<file path="config.mk">
export PLATFORM = sky130hd
export DESIGN_NAME = lsu_align
export DESIGN_NICKNAME = d
export VERILOG_FILES = /design/src/rtl/lsu_pkg.sv /design/src/rtl/lsu_lane_shift.sv /design/src/rtl/lsu_align.sv
export SDC_FILE = /design/constraint.sdc
export NUM_CORES = 1
export LEC_CHECK = 0
export BUFFER_PORTS_ARGS = -buffer_cell sky130_fd_sc_hd__buf_2
export CORE_MARGIN = 2
export CORE_UTILIZATION = 46
export DETAILED_ROUTE_END_ITERATION = 12
export GPL_TIMING_DRIVEN = 0
export MAX_ROUTING_LAYER = met4
export PLACE_DENSITY = 0.77
export SYNTH_ARGS = -nofsm -noshare
export SYNTH_HDL_FRONTEND = slang
export SYNTH_SLANG_ARGS = --single-unit
export TNS_END_PERCENT = 30
</file>
<file path="constraint.sdc">
create_clock -name clk -period 2.1 [get_ports clk]
set_input_delay 0.21 -clock clk [delete_from_list [all_inputs] [get_ports clk]]
set_output_delay 0.21 -clock clk [all_outputs]
set_load 0.01 [all_outputs]
</file>
<file path="src/rtl/lsu_pkg.sv">
// rtl/lsu_pkg.sv - shared FSM state type, funct3 field positions and access-size encodings
package lsu_pkg;

  typedef enum logic [1:0] {
    S_IDLE = 2'd0,
    S_ACC0 = 2'd1,
    S_ACC1 = 2'd2,
    S_RESP = 2'd3
  } lsu_state_t;

  localparam int F3_SZ_LO   = 0;
  localparam int F3_SZ_HI   = 1;
  localparam int F3_UNS_BIT = 2;

  localparam logic [1:0] LSU_SZ_B = 2'd0;
  localparam logic [1:0] LSU_SZ_H = 2'd1;
  localparam logic [1:0] LSU_SZ_W = 2'd2;
  localparam logic [1:0] LSU_SZ_D = 2'd3;

  function automatic logic [3:0] lsu_nbytes(input logic [1:0] sz);
    return 4'd1 << sz;
  endfunction

endpackage

</file>
<file path="src/rtl/lsu_lane_shift.sv">
// rtl/lsu_lane_shift.sv - combinational store lane shift/mask and load extract/extend
// Works on a two-beat window so a misaligned access spanning two words shifts in one step.
module lsu_lane_shift
  import lsu_pkg::*;
#(
  parameter int XLEN = 32
) (
  input  logic [XLEN-1:0]           i_wdata,
  input  logic [$clog2(XLEN/8)-1:0] i_off,
  input  logic [1:0]                i_size,
  input  logic                      i_unsigned,
  input  logic [2*XLEN-1:0]         i_buf,
  output logic [2*XLEN-1:0]         o_wdata,
  output logic [XLEN/4-1:0]         o_mask,
  output logic [XLEN-1:0]           o_rdata
);

  localparam int NB    = XLEN / 8;
  localparam int OFF_W = $clog2(NB);

  logic [OFF_W+2:0] w_sh_amt;
  logic [3:0]       w_nb;
  logic [2*NB-1:0]  w_mask_base;
  logic [XLEN-1:0]  w_sh;
  logic             w_sign;

  assign w_sh_amt = {i_off, 3'b000};
  assign w_nb     = lsu_nbytes(i_size);
  assign o_wdata  = {{XLEN{1'b0}}, i_wdata} << w_sh_amt;
  assign o_mask   = w_mask_base << i_off;
  assign w_sh     = XLEN'(i_buf >> w_sh_amt);

  always_comb begin
    w_mask_base = '0;
    for (int i = 0; i < NB; i++) w_mask_base[i] = (i < int'(w_nb));
  end

  always_comb begin
    w_sign = 1'b0;
    case (i_size)
      LSU_SZ_B: w_sign = w_sh[7];
      LSU_SZ_H: w_sign = w_sh[15];
      LSU_SZ_W: w_sign = w_sh[31];
      default:  w_sign = w_sh[XLEN-1];
    endcase
    if (i_unsigned) w_sign = 1'b0;
    o_rdata = '0;
    for (int i = 0; i < XLEN; i++) o_rdata[i] = (i < 8 * int'(w_nb)) ? w_sh[i] : w_sign;
  end

endmodule

</file>
<file path="src/rtl/lsu_align.sv">
// rtl/lsu_align.sv - load/store alignment FSM between datapath and word-addressed memory
// Define LSU_MISALIGNED_EN to split misaligned accesses into two aligned beats.
module lsu_align
  import lsu_pkg::*;
#(
  parameter int XLEN   = 32,
  parameter int ADDR_W = 32
) (
  input  logic              clk,
  input  logic              rst,
  input  logic              req_valid,
  output logic              req_ready,
  input  logic              req_store,
  input  logic [2:0]        req_funct3,
  input  logic [ADDR_W-1:0] req_addr,
  input  logic [XLEN-1:0]   req_wdata,
  output logic              resp_valid,
  output logic              resp_err,
  output logic [XLEN-1:0]   resp_rdata,
  output logic              mem_read,
  output logic              mem_write,
  output logic [ADDR_W-1:0] mem_address,
  output logic [XLEN-1:0]   mem_wdata,
  output logic [XLEN/8-1:0] mem_byte_enable,
  input  logic [XLEN-1:0]   mem_rdata,
  input  logic              mem_resp
);

  localparam int         NB     = XLEN / 8;
  localparam int         OFF_W  = $clog2(NB);
  localparam logic [1:0] SZ_MAX = 2'(OFF_W);

  lsu_state_t        r_state, w_state_next;
  logic              r_store, r_err;
  logic [2:0]        r_funct3;
  logic [ADDR_W-1:0] r_addr;
  logic [XLEN-1:0]   r_wdata, r_buf_lo;
`ifdef LSU_MISALIGNED_EN
  logic [XLEN-1:0]   r_buf_hi;
  logic              w_cross;
`else
  logic              w_misal;
  logic [OFF_W-1:0]  w_align_mask;
`endif
  logic              w_hs, w_req_err, w_hi;
  logic [ADDR_W-1:0] w_base, w_beat_addr;
  logic [2*XLEN-1:0] w_buf, w_wdata2;
  logic [2*NB-1:0]   w_mask2;
  logic [XLEN-1:0]   w_rdata;

  // Ready is also gated by rst so nothing is accepted while reset is held.
  assign req_ready   = (r_state == S_IDLE) && rst;
  assign w_hs        = req_valid && req_ready;
  assign w_base      = {r_addr[ADDR_W-1:OFF_W], {OFF_W{1'b0}}};
  assign w_hi        = (r_state == S_ACC1);
  assign w_beat_addr = w_hi ? w_base + ADDR_W'(NB) : w_base;

`ifdef LSU_MISALIGNED_EN
  assign w_buf     = {r_buf_hi, r_buf_lo};
  assign w_cross   = (32'(r_addr[OFF_W-1:0]) + 32'(lsu_nbytes(r_funct3[F3_SZ_HI:F3_SZ_LO]))) > 32'(NB);
  assign w_req_err = (req_funct3[F3_SZ_HI:F3_SZ_LO] > SZ_MAX) || (req_funct3[F3_UNS_BIT] && req_store);
`else
  assign w_buf = {{XLEN{1'b0}}, r_buf_lo};
  always_comb begin
    w_align_mask = '0;
    for (int i = 0; i < OFF_W; i++) w_align_mask[i] = (i < int'(req_funct3[F3_SZ_HI:F3_SZ_LO]));
  end
  assign w_misal   = |(req_addr[OFF_W-1:0] & w_align_mask);
  assign w_req_err = (req_funct3[F3_SZ_HI:F3_SZ_LO] > SZ_MAX) || (req_funct3[F3_UNS_BIT] && req_store) || w_misal;
`endif

  lsu_lane_shift #(.XLEN(XLEN)) u_lane_shift (
    .i_wdata    (r_wdata),
    .i_off      (r_addr[OFF_W-1:0]),
    .i_size     (r_funct3[F3_SZ_HI:F3_SZ_LO]),
    .i_unsigned (r_funct3[F3_UNS_BIT]),
    .i_buf      (w_buf),
    .o_wdata    (w_wdata2),
    .o_mask     (w_mask2),
    .o_rdata    (w_rdata)
  );

  always_comb begin
    w_state_next = r_state;
    case (r_state)
      S_IDLE: if (w_hs) w_state_next = w_req_err ? S_RESP : S_ACC0;
`ifdef LSU_MISALIGNED_EN
      S_ACC0: if (mem_resp) w_state_next = w_cross ? S_ACC1 : S_RESP;
      S_ACC1: if (mem_resp) w_state_next = S_RESP;
`else
      S_ACC0: if (mem_resp) w_state_next = S_RESP;
`endif
      S_RESP: w_state_next = S_IDLE;
      default: w_state_next = S_IDLE;
    endcase
  end

  always_comb begin
    mem_read        = 1'b0;
    mem_write       = 1'b0;
    mem_address     = '0;
    mem_wdata       = '0;
    mem_byte_enable = '0;
    resp_valid      = 1'b0;
    resp_err        = 1'b0;
    resp_rdata      = '0;
    case (r_state)
      S_ACC0, S_ACC1: begin
        mem_read        = !r_store;
        mem_write       = r_store;
        mem_address     = w_beat_addr;
        mem_wdata       = w_hi ? w_wdata2[2*XLEN-1:XLEN] : w_wdata2[XLEN-1:0];
        mem_byte_enable = !r_store ? '1 : (w_hi ? w_mask2[2*NB-1:NB] : w_mask2[NB-1:0]);
      end
      S_RESP: begin
        resp_valid = 1'b1;
        resp_err   = r_err;
        resp_rdata = (r_err || r_store) ? '0 : w_rdata;
      end
      default: ;
    endcase
  end

  always_ff @(posedge clk) begin
    if (!rst) begin
      r_state  <= S_IDLE;
      r_store  <= 1'b0;
      r_err    <= 1'b0;
      r_funct3 <= '0;
      r_addr   <= '0;
      r_wdata  <= '0;
      r_buf_lo <= '0;
`ifdef LSU_MISALIGNED_EN
      r_buf_hi <= '0;
`endif
    end else begin
      r_state <= w_state_next;
      if (w_hs) begin
        r_store  <= req_store;
        r_funct3 <= req_funct3;
        r_addr   <= req_addr;
        r_wdata  <= req_wdata;
        r_err    <= w_req_err;
      end
      if (r_state == S_ACC0 && mem_resp) r_buf_lo <= mem_rdata;
`ifdef LSU_MISALIGNED_EN
      if (r_state == S_ACC1 && mem_resp) r_buf_hi <= mem_rdata;
`endif
    end
  end

endmodule

</file>
==> results of run 1 <==
[synthesized netlist by cell type, types with 2 or more instances]
cell	n	area [sq um]
nand2_1	222	833
dfxtp_1	103	2060
nand3_1	79	395
clkbuf_1	58	218
nor2_1	47	176
a21oi_1	39	195
mux2i_1	34	340
a21boi_0	32	240
a22o_1	17	149
a211oi_1	14	105
o21ai_1	13	65.1
or4_1	13	97.6
buf_1	12	45.0
nor2b_1	12	75.1
o31ai_1	11	82.6
mux2_2	9	101
o22a_1	9	78.8
a22oi_1	8	60.1
inv_1	8	30.0
nand4_1	8	50.1
o22ai_1	8	50.1
o32ai_1	8	70.1
or3_1	8	50.1
a222oi_1	7	70.1
and2_1	7	43.8
o21ai_0	7	35.0
xnor2_1	6	52.6
buf_2	5	25.0
ha_1	5	62.6
xor2_1	5	43.8
nor3_1	4	20.0
a31oi_1	3	18.8
and3_1	3	18.8
and4_1	3	26.3
a21o_1	2	15.0
buf_4	2	15.0
nand2b_1	2	12.5
o21a_1	2	15.0
o21bai_1	2	15.0
or2_1	2	12.5
or2_2	2	12.5
[per-layer routing]
metal  share of wire [%]  global-route usage, %  vias to the layer above
li1                    -                      -                     3474
met1                  43                   40.3                     3354
met2                  47                   46.2                      352
met3                 8.2                   5.56                       43
met4                 2.5                   11.3                        0
met5                   0                      -                        -
[registers in the layout, summed over array words and instances, names as in the netlist]
signal and cells:
r_addr 32, r_buf_lo 32, r_err 1, r_funct3 3, r_state 2, r_store 1
r_wdata 32
[logic make-up after synthesis]
| logic type | synth area share [%] |
|---|---|
| AND/OR/NAND/NOR | 30.3 |
| AO/OA/AOI/OAI | 20.7 |
| flip-flops | 33.3 |
| buffers and inverters | 5.61 |
| multiplexers | 7.49 |
| XOR/XNOR | 1.55 |
| adder cells (fa/ha/maj) | 1.01 |
| other | 0.0605 |
[worst paths after layout]
kind	slack, ns	from	to
setup / recovery	-0.50	r_state[0]$_SDFFE_PN0P_	mem_address[20]
hold / removal	0.02	req_wdata[21]	r_wdata[21]$_SDFFE_PN0P_
setup reg to reg	0.08	r_state[0]$_SDFFE_PN0P_	r_state[1]$_SDFFE_PN0P_
hold reg to reg	0.46	r_buf_lo[3]$_SDFFE_PN0P_	r_buf_lo[3]$_SDFFE_PN0P_
[power breakdown]
part / switching (mW) / internal [mW]
Sequential: 0.455 / 2.31
Clock: 0.794 / 0.806
Combinational: 2.34 / 1.50
Total: 3.59 / 4.61
[layout make-up]
type | count | area, sq um | share of cell area [%]
Clock buffer | 9 | 225 | 2.61
Antenna cell | 1 | 2.50 | 0.0290
Tap cell | 176 | 220 | 2.55
Clock inverter | 7 | 48.8 | 0.566
Inverter | 9 | 33.8 | 0.392
Timing Repair Buffer | 230 | 1250 | 14.4
Sequential cell | 103 | 2090 | 24.2
Multi-Input combinational cell | 664 | 4310 | 50.0
Buffer | 69 | 450 | 5.22
[critical path, cell delays in order (launching register included)]
cell	delay, ns
dfxtp_2	0.34
inv_2	0.08
ha_4	0.17
buf_6	0.11
nand2_4	0.04
or4_4	0.47
buf_6	0.16
or3_4	0.32
a21oi_2	0.16
buf_2	0.16
[per-stage QoR]
stage / power [mW] / std cells / hold slack (ns) / utilization (%)
after floorplan: 4.73 / 854 / 0.309 / -
after global placement: 5.85 / 1235 / 0.395 / 57.8
after detailed placement: 5.89 / 1235 / 0.395 / 57.8
after CTS: 8.00 / 1263 / 0.0176 / 63.8
after global routing: 8.63 / 1268 / 0.0283 / 65.4
final: 8.20 / 1268 / 0.0201 / 65.4
[what timing repair did]
item                                    4_1_cts  5_1_grt
resized for setup                           109       53
setup buffers                                16        6
hold buffers                                  0        0
cloned                                        3        0
endpoints found under the setup margin      108      102
pin swaps                                    17       15
==> flow_metrics.py, run 1 <==
metrics = {
    "layout": {
        "nNetsFinal": 1195,
        "syn_to_final_growth_pct": 39.2,
        "design_area_sq_mm": 0.00863,
        "mostFrequentLayoutCells": "nand2_1, buf_2, dfxtp_1, nand3_1, nor2_1",
        "final_layout_size_suffix_gt1_share_pct": 35.8,
        "final_common_cell": "nand2_1",
        "fillers": 1189,
    },
    "synth": {
        "async_reset_ff_share_pct": 0,
        "syn_area_sq_mm": 0.00620,
        "ys_seq_area_share_pct": 33.3,
        "synth_seq_cells": 103,
        "ys.flop_type": "dfxtp_1",
        "yosysWarnings": 0,
        "netlist_instances": 853,
        "synth_edf_count": 0,
        "synthDistinctLibCells": 53,
        "syn_avg_cell_area_sq_um": 7.27,
    },
    "routing": {
        "drt_iter0_drc": 750,
        "drc": 0,
        "post_drt_wl_per_cell_um": 17.2,
        "vias": 7223,
        "routed_wirelength_mm": 21.9,
        "first_pass_iters": 5,
        "antenna_left": 0,
        "vias_per_cell": 5.70,
    },
    "cts": {
        "cts.sinks": 103,
        "cts_buffer_depth": 2,
        "clock_latency_ns": 0.36,
        "cts_root_buffer": "clkbuf_16",
        "cts_tree": "done",
        "cts_made_buffers": 9,
        "htree_levels": 3,
        "clkTransAtPathRegs_ns": 0.08,
    },
    "sta": {
        "fin_crit_ns": 2.60,
        "setup_ws_ns": -0.495,
        "worst_slew_pin_slew_ns": 0.824,
        "rsz0062_at_grt": "true",
        "slew-limit-headroom_pct": 45.1,
        "finalSetupTns_ns": -20.69,
        "finalClockSkew_ns": 0.0105,
        "final-max-slew-violation-count": 0,
        "hold_violations": 0,
        "period_share_pct": 124,
        "timing.fmax_ghz": 0.385,
        "setup_violations": 98,
    },
    "min_path": {
        "hp-class": "in2reg",
        "min_path_cells": 3,
    },
    "run": {
        "cap_viol_max_count": 0,
    },
    "grt": {
        "grt_pass1_vias": 6570,
        "grt_max_degree": 18,
        "antenna_found_initial": 1,
        "grt_usage_pct": 30.4,
        "gr-total-overflow": 0,
        "grt_pass1_wl_mm": 33.7,
    },
    "critical_path": {
        "worstPathArrival_ns": 2.39,
        "crit_path_end_kind": "output pin",
        "worstPathRequired_ns": 1.89,
        "cp-start-kind": "register",
        "crit_type": "reg2out",
        "worstPathMaxFanout": 7,
        "ff2ff_path_depth": 7,
    },
    "power_and_ir_drop": {
        "p_per_area_mw_per_mm2": 951,
        "p_leak_nw": 3.69,
        "peakVddDrop_uv": 653,
    },
    "placement": {
        "pre_cts_ws_ns": -0.570,
        "placed_cell_area_sq_mm": 0.00763,
        "place.detailed.hpwl_mm": 15.8,
        "io_buffer_count": 205,
        "gp_congestion": 0.926,
    },
    "floorplanning": {
        "rows": 42,
        "die_h_um": 120,
        "initial_core_util_pct": 47.0,
        "num_io_pins": 209,
        "dieArea_sq_mm": 0.0144,
        "coreArea_sq_mm": 0.0132,
        "die_w_um": 120,
    },
    "outcome": {
        "outcome": "finished, violations left",
        "violations": "setup timing",
    },
}
Power figures use the tool's default switching activity.
==> run 2, diff against run 1 <==
REMOVE_ABC_BUFFERS = 1   (was not set)
TNS_END_PERCENT = not set   (was 30)
==> run 2 against run 1 <==
The run still ends with setup timing left. Sequential share of layout area shrank 0.36 points. First-iteration DRC count up 13%. Critical path depth is 1 lower. Register-to-register slack improved by 0.13 ns. Clock skew is 0.0040 ns lower. Core utilization increased by 1.5 points. Count of clock-buffer cells in the layout increased by 1. Via count grew 2.1%. Critical endpoint is now mem_address[18].
==> flow_metrics.py, run 2 (same netlist as run 1, synthesis figures left out) <==
metrics = {
    "critical_path": {
        "cpPeakStageDelay_ns": 0.57,
        "worstPathArrival_ns": 2.39,
        "crit_path_end_kind": "output pin",
        "critPathTopFamily": "simple AND/OR/NAND/NOR gates",
        "timing.critical_path.cells": "inv_2 -> ha_4 -> nand2_4 -> or4_4 -> buf_6 -> or3_4 -> a21oi_2 -> buf_2",
        "critPathSlowestCell": "or4_4",
        "worstPathRequired_ns": 1.89,
        "crit_type": "reg2out",
        "cp-start-kind": "register",
        "worstPathMaxFanout": 6,
        "crit_buf_inv": 3,
    },
    "power_and_ir_drop": {
        "p_per_area_mw_per_mm2": 987,
        "total_power_mw": 8.71,
        "p_leak_nw": 3.78,
        "peakVddDrop_uv": 1010,
    },
    "layout": {
        "final_layout_size_suffix_gt1_share_pct": 38.3,
        "finalCoreUtilization_pct": 67.0,
        "layout.cells.non_filler": 1242,
        "syn_to_final_growth_pct": 42.5,
        "final_common_cell": "nand2_1",
        "nNetsFinal": 1167,
        "mostFrequentLayoutCells": "nand2_1, buf_2, dfxtp_1, nand3_1, nor2_1",
        "top_regs": "r_addr (32), r_buf_lo (32), r_wdata (32)",
    },
    "placement": {
        "place.detailed.hpwl_mm": 12.5,
        "io_buffer_count": 206,
        "gp_congestion": 0.855,
        "pre_cts_ws_ns": -1.47,
        "dp_cells": 1161,
    },
    "sta": {
        "final-max-slew-violation-count": 0,
        "fin_crit_ns": 2.60,
        "setup_ws_ns": -0.500,
        "slew-limit-headroom_pct": 56.7,
        "period_share_pct": 124,
        "finalSetupTns_ns": -25.09,
        "worst_slew_pin_slew_ns": 0.648,
        "timing.fmax_ghz": 0.385,
        "setup_violations": 89,
        "finalClockSkew_ns": 0.00651,
        "rsz0062_at_grt": "true",
        "hold_violations": 0,
    },
    "cts": {
        "cts_tree": "done",
        "cts_root_buffer": "clkbuf_16",
        "cts_made_buffers": 9,
        "cts_buffer_depth": 2,
        "clock_latency_ns": 0.36,
        "cts_hold_buffers": 0,
        "clkTransAtPathRegs_ns": 0.07,
        "cts.sinks": 103,
        "htree_levels": 3,
    },
    "grt": {
        "grt_pass1_vias": 6700,
        "grt_max_degree": 62,
        "grt_usage_pct": 30.7,
        "antenna_found_initial": 3,
        "gr-total-overflow": 0,
        "grt_pass1_wl_mm": 34.3,
    },
    "outcome": {
        "violations": "setup timing",
        "outcome": "finished, violations left",
    },
    "run": {
        "cap_viol_max_count": 0,
    },
    "floorplanning": {
        "initial_core_util_pct": 47.0,
        "die_h_um": 120,
        "die_w_um": 120,
        "rows": 42,
        "num_io_pins": 209,
        "coreArea_sq_mm": 0.0132,
        "dieArea_sq_mm": 0.0144,
    },
    "min_path": {
        "hp-class": "in2reg",
    },
    "routing": {
        "vias_per_cell": 5.94,
        "drt_iter0_drc": 850,
        "antenna_left": 0,
        "vias": 7372,
        "post_drt_wl_per_cell_um": 18.0,
        "routed_wirelength_mm": 22.3,
        "drc": 0,
        "first_pass_iters": 7,
    },
}
-- run 2: cell types whose count changed in the layout (fill, tap and decap cells not counted), moves of 6 or more --
cell      previous run  this run
a21oi_2              9        15
a22oi_1              8         1
a22oi_2              0         7
buf_12               1         7
buf_6               10        24
clkbuf_1            33         0
clkbuf_4             8         0
dfxtp_2             16         9
dfxtp_4              1         8
-- run 2: area by class of cell --
cell class,count,area [sq um]
clock inverter,6,108
fill,1124,4360
tap,176,220
timing repair buffer,267,1750
antenna,3,7.51
clock buffer,10,239
sequential,103,2100
multi-input combinational,668,4360
inverter,9,41.3
-- run 2: worst paths after layout --
| check | startpoint | to | slack, ns | depth (start not counted) |
|---|---|---|---|---|
| worst min-delay path | req_addr[31] | r_addr[31]$_SDFFE_PN0P_ | 0.03 | 3 |
| worst min register to register | r_buf_lo[6]$_SDFFE_PN0P_ | r_buf_lo[6]$_SDFFE_PN0P_ | 0.46 | 2 |
| worst max register to register | r_state[0]$_SDFFE_PN0P_ | r_state[1]$_SDFFE_PN0P_ | 0.21 | 7 |
| worst max-delay path | r_state[0]$_SDFFE_PN0P_ | mem_address[18] | -0.50 | 8 |
-- run 2: timing repair --
action                                 CTS  global route
endpoints found under the hold margin    0             0
pin swaps                               46            34
buffers inserted                        49             9
setup endpoints to repair              101           175
cloned                                   5             1
resized for setup                      137            33
-- run 2: through the flow --
stage	hold slack (ns)	area [sq um]
finish	0.0280	8830
global route	0.0250	8830
floorplan	0.309	5890
detailed placement	0.395	7240
global placement	0.393	7140
CTS	0.0212	8580
-- run 2: report_power, final --
group	internal (mW)	leakage, nW	switching (mW)
Sequential	2.31	0.852	0.401
Clock	1.19	0.168	0.789
Combinational	1.62	2.76	2.40
Total	5.13	3.78	3.59
-- run 2: layer usage --
layer | part of all wire [%] | up-vias | global-route usage (%)
met2 | 46 | 403 | 45.8
met5 | 0 | - | -
met4 | 4.0 | 0 | 14.0
met1 | 42 | 3475 | 39.8
met3 | 8.4 | 67 | 6.46
li1 | - | 3427 | -
-- run 2: tightest hold or removal path, cell delays in order --
cell     delay, ns
buf_2         0.07
nand2_1       0.04
nand2_1       0.04
==> run 3, diff against run 2 <==
==> constraint.sdc (replaced) <==
create_clock -name clk -period 2.1 [get_ports clk]
set_input_delay 0.315 -clock clk [delete_from_list [all_inputs] [get_ports clk]]
set_output_delay 0.315 -clock clk [all_outputs]
set_load 0.01 [all_outputs]
==> run 3 against run 2 <==
The flow still finishes with violations (setup timing). Non-clock buffer count up 8. Critical path depth unchanged. First-iteration DRC count is 4.8% lower. Design area increased by 3.4%. Flip-flop and latch count is the same. Setup slack worse by 0.10 ns. Highest routed layer unchanged. Clock skew decreased by 0.0018 ns. Wire length grew 2.8%. Clock power barely moved. Global-route usage rose by 1.1 points. Worst hold slack improved by 0.11 ns.
==> flow_metrics.py, run 3 (same netlist as run 1, synthesis figures left out) <==
metrics = {
    "critical_path": {
        "path_common_cell": "or4_4",
        "critPathSlowestCell": "or4_4",
        "timing.critical_path.cells": "inv_4 -> ha_4 -> nand3_4 -> buf_12 -> or4_4 -> or4_4 -> a21oi_2 -> buf_2",
        "cpPeakStageDelay_ns": 0.52,
        "worstPathArrival_ns": 2.39,
        "worstPathRequired_ns": 1.78,
        "cp-start-kind": "register",
        "crit_type": "reg2out",
        "worstPathMaxFanout": 4,
        "crit_path_end_kind": "output pin",
    },
    "placement": {
        "io_buffer_count": 206,
        "place.detailed.hpwl_mm": 12.5,
        "gp_congestion": 0.855,
        "pre_cts_ws_ns": -1.58,
    },
    "cts": {
        "cts.sinks": 103,
        "cts_buffer_depth": 2,
        "cts_made_buffers": 9,
        "cts_hold_buffers": 0,
        "clkTransAtPathRegs_ns": 0.07,
        "cts_root_buffer": "clkbuf_16",
        "htree_levels": 3,
        "clock_latency_ns": 0.36,
        "cts_tree": "done",
    },
    "routing": {
        "drt_iter0_drc": 809,
        "vias": 7357,
        "antenna_left": 0,
        "post_drt_wl_per_cell_um": 18.4,
        "routed_wirelength_mm": 23.0,
        "drc": 0,
        "vias_per_cell": 5.88,
        "first_pass_iters": 6,
    },
    "grt": {
        "grt_pass1_wl_mm": 35.3,
        "gr-total-overflow": 0,
        "grt_usage_pct": 31.8,
        "grt_pass1_vias": 6804,
        "antenna_found_initial": 3,
        "grt_max_degree": 62,
    },
    "min_path": {
        "hp-class": "in2reg",
    },
    "sta": {
        "hold_violations": 0,
        "fin_crit_ns": 2.70,
        "timing.fmax_ghz": 0.370,
        "slew-limit-headroom_pct": 46.0,
        "finalClockSkew_ns": 0.00475,
        "period_share_pct": 129,
        "setup_ws_ns": -0.603,
        "rsz0062_at_grt": "true",
        "final-max-slew-violation-count": 0,
        "worst_slew_pin_slew_ns": 0.810,
        "finalSetupTns_ns": -35.39,
        "setup_violations": 94,
    },
    "floorplanning": {
        "die_h_um": 120,
        "initial_core_util_pct": 47.0,
        "dieArea_sq_mm": 0.0144,
        "num_io_pins": 209,
        "rows": 42,
        "die_w_um": 120,
        "coreArea_sq_mm": 0.0132,
    },
    "layout": {
        "mostFrequentLayoutCells": "nand2_1, buf_2, dfxtp_1, nand3_1, nor2_1",
        "final_common_cell": "nand2_1",
        "top_regs": "r_addr (32), r_buf_lo (32), r_wdata (32)",
        "syn_to_final_growth_pct": 47.4,
        "nNetsFinal": 1176,
        "final_layout_size_suffix_gt1_share_pct": 40.8,
    },
    "outcome": {
        "outcome": "finished, violations left",
        "violations": "setup timing",
    },
    "run": {
        "cap_viol_max_count": 0,
    },
    "power_and_ir_drop": {
        "intPower_mw": 5.41,
        "p_per_area_mw_per_mm2": 1010,
        "seqPwrFrac_pct": 29.4,
        "power_frac_clock_pct": 21.4,
        "p_comb_share_pct": 49.2,
        "peakVddDrop_uv": 780,
        "p_leak_nw": 3.87,
        "p_sw_share_pct": 41.6,
        "p_switching_mw": 3.85,
    },
}
-- run 3: cell types whose count changed in the layout (fill, tap and decap cells not counted), moves of 5 or more --
cell     before  now
dfxtp_2       9    3
a21oi_1      24   18
o22ai_2       0    8
o22ai_1       8    0
dfxtp_4       8   14
buf_6        24   36
a21oi_2      15   20
-- run 3: power by group through the flow --
stage / Sequential (mW) / Combinational (mW) / Clock (mW)
global placement: 2.80 / 2.72 / 0
floorplan: 2.68 / 1.76 / 0
finish: 2.72 / 4.56 / 1.98
global route: 2.77 / 4.86 / 2.08
CTS: 2.69 / 4.13 / 2.00
detailed placement: 2.79 / 2.80 / 0
-- run 3: metrics by stage --
step | cells | hold slack [ns] | instance area, sq um | total power [mW] | util (%)
after floorplan | 776 | 0.414 | 5890 | 4.44 | -
after global placement | 1158 | 0.451 | 7140 | 5.52 | 54.1
after detailed placement | 1161 | 0.453 | 7240 | 5.59 | 54.9
after CTS | 1239 | 0.126 | 8790 | 8.82 | 66.6
after global routing | 1251 | 0.132 | 9130 | 9.71 | 69.2
final | 1252 | 0.134 | 9130 | 9.26 | 69.2
-- run 3: area by class of cell --
| class | count | area [sq um] |
|---|---|---|
| multi-input cells | 668 | 4490 |
| fillers | 1077 | 4060 |
| flip-flops and latches | 103 | 2120 |
| repair buffers | 275 | 1880 |
| clock buffers | 10 | 239 |
| well taps | 176 | 220 |
| clock inverters | 6 | 108 |
| inverters | 9 | 52.6 |
| repair inverters | 1 | 16.3 |
| diodes | 4 | 10.0 |
-- run 3: per-layer routing --
metal	global-route usage (%)	up-vias	wire, um
li1	-	3452	-
met1	41.5	3451	9580
met2	47.8	376	10900
met3	5.89	78	1670
met4	14.8	0	874
met5	-	-	0
-- run 3: path summary, 6_finish.rpt --
path | start | slack [ns] | endpoint | cells past startpoint
setup / recovery | r_state[0]$_SDFFE_PN0P_ | -0.60 | mem_address[23] | 8
hold / removal | req_addr[31] | 0.13 | r_addr[31]$_SDFFE_PN0P_ | 3
setup reg to reg | r_state[1]$_SDFFE_PN0P_ | 0.23 | r_state[1]$_SDFFE_PN0P_ | 7
hold reg to reg | r_buf_lo[1]$_SDFFE_PN0P_ | 0.46 | r_buf_lo[1]$_SDFFE_PN0P_ | 2
-- run 3: worst max-delay path: cells and delay by family, from the launching register on --
family | cells | cell delay [ns]
simple gates | 3 | 1.04
flops | 1 | 0.36
fa+ha+maj | 1 | 0.17
compound gates | 1 | 0.13
buf+inv | 3 | 0.33
-- run 3: what timing repair did --
action                     4_1_cts  5_1_grt
buffers inserted                56       12
cloned                           7        1
setup endpoints to repair      101      133
resized for setup              165       59
pin swaps                       55       41
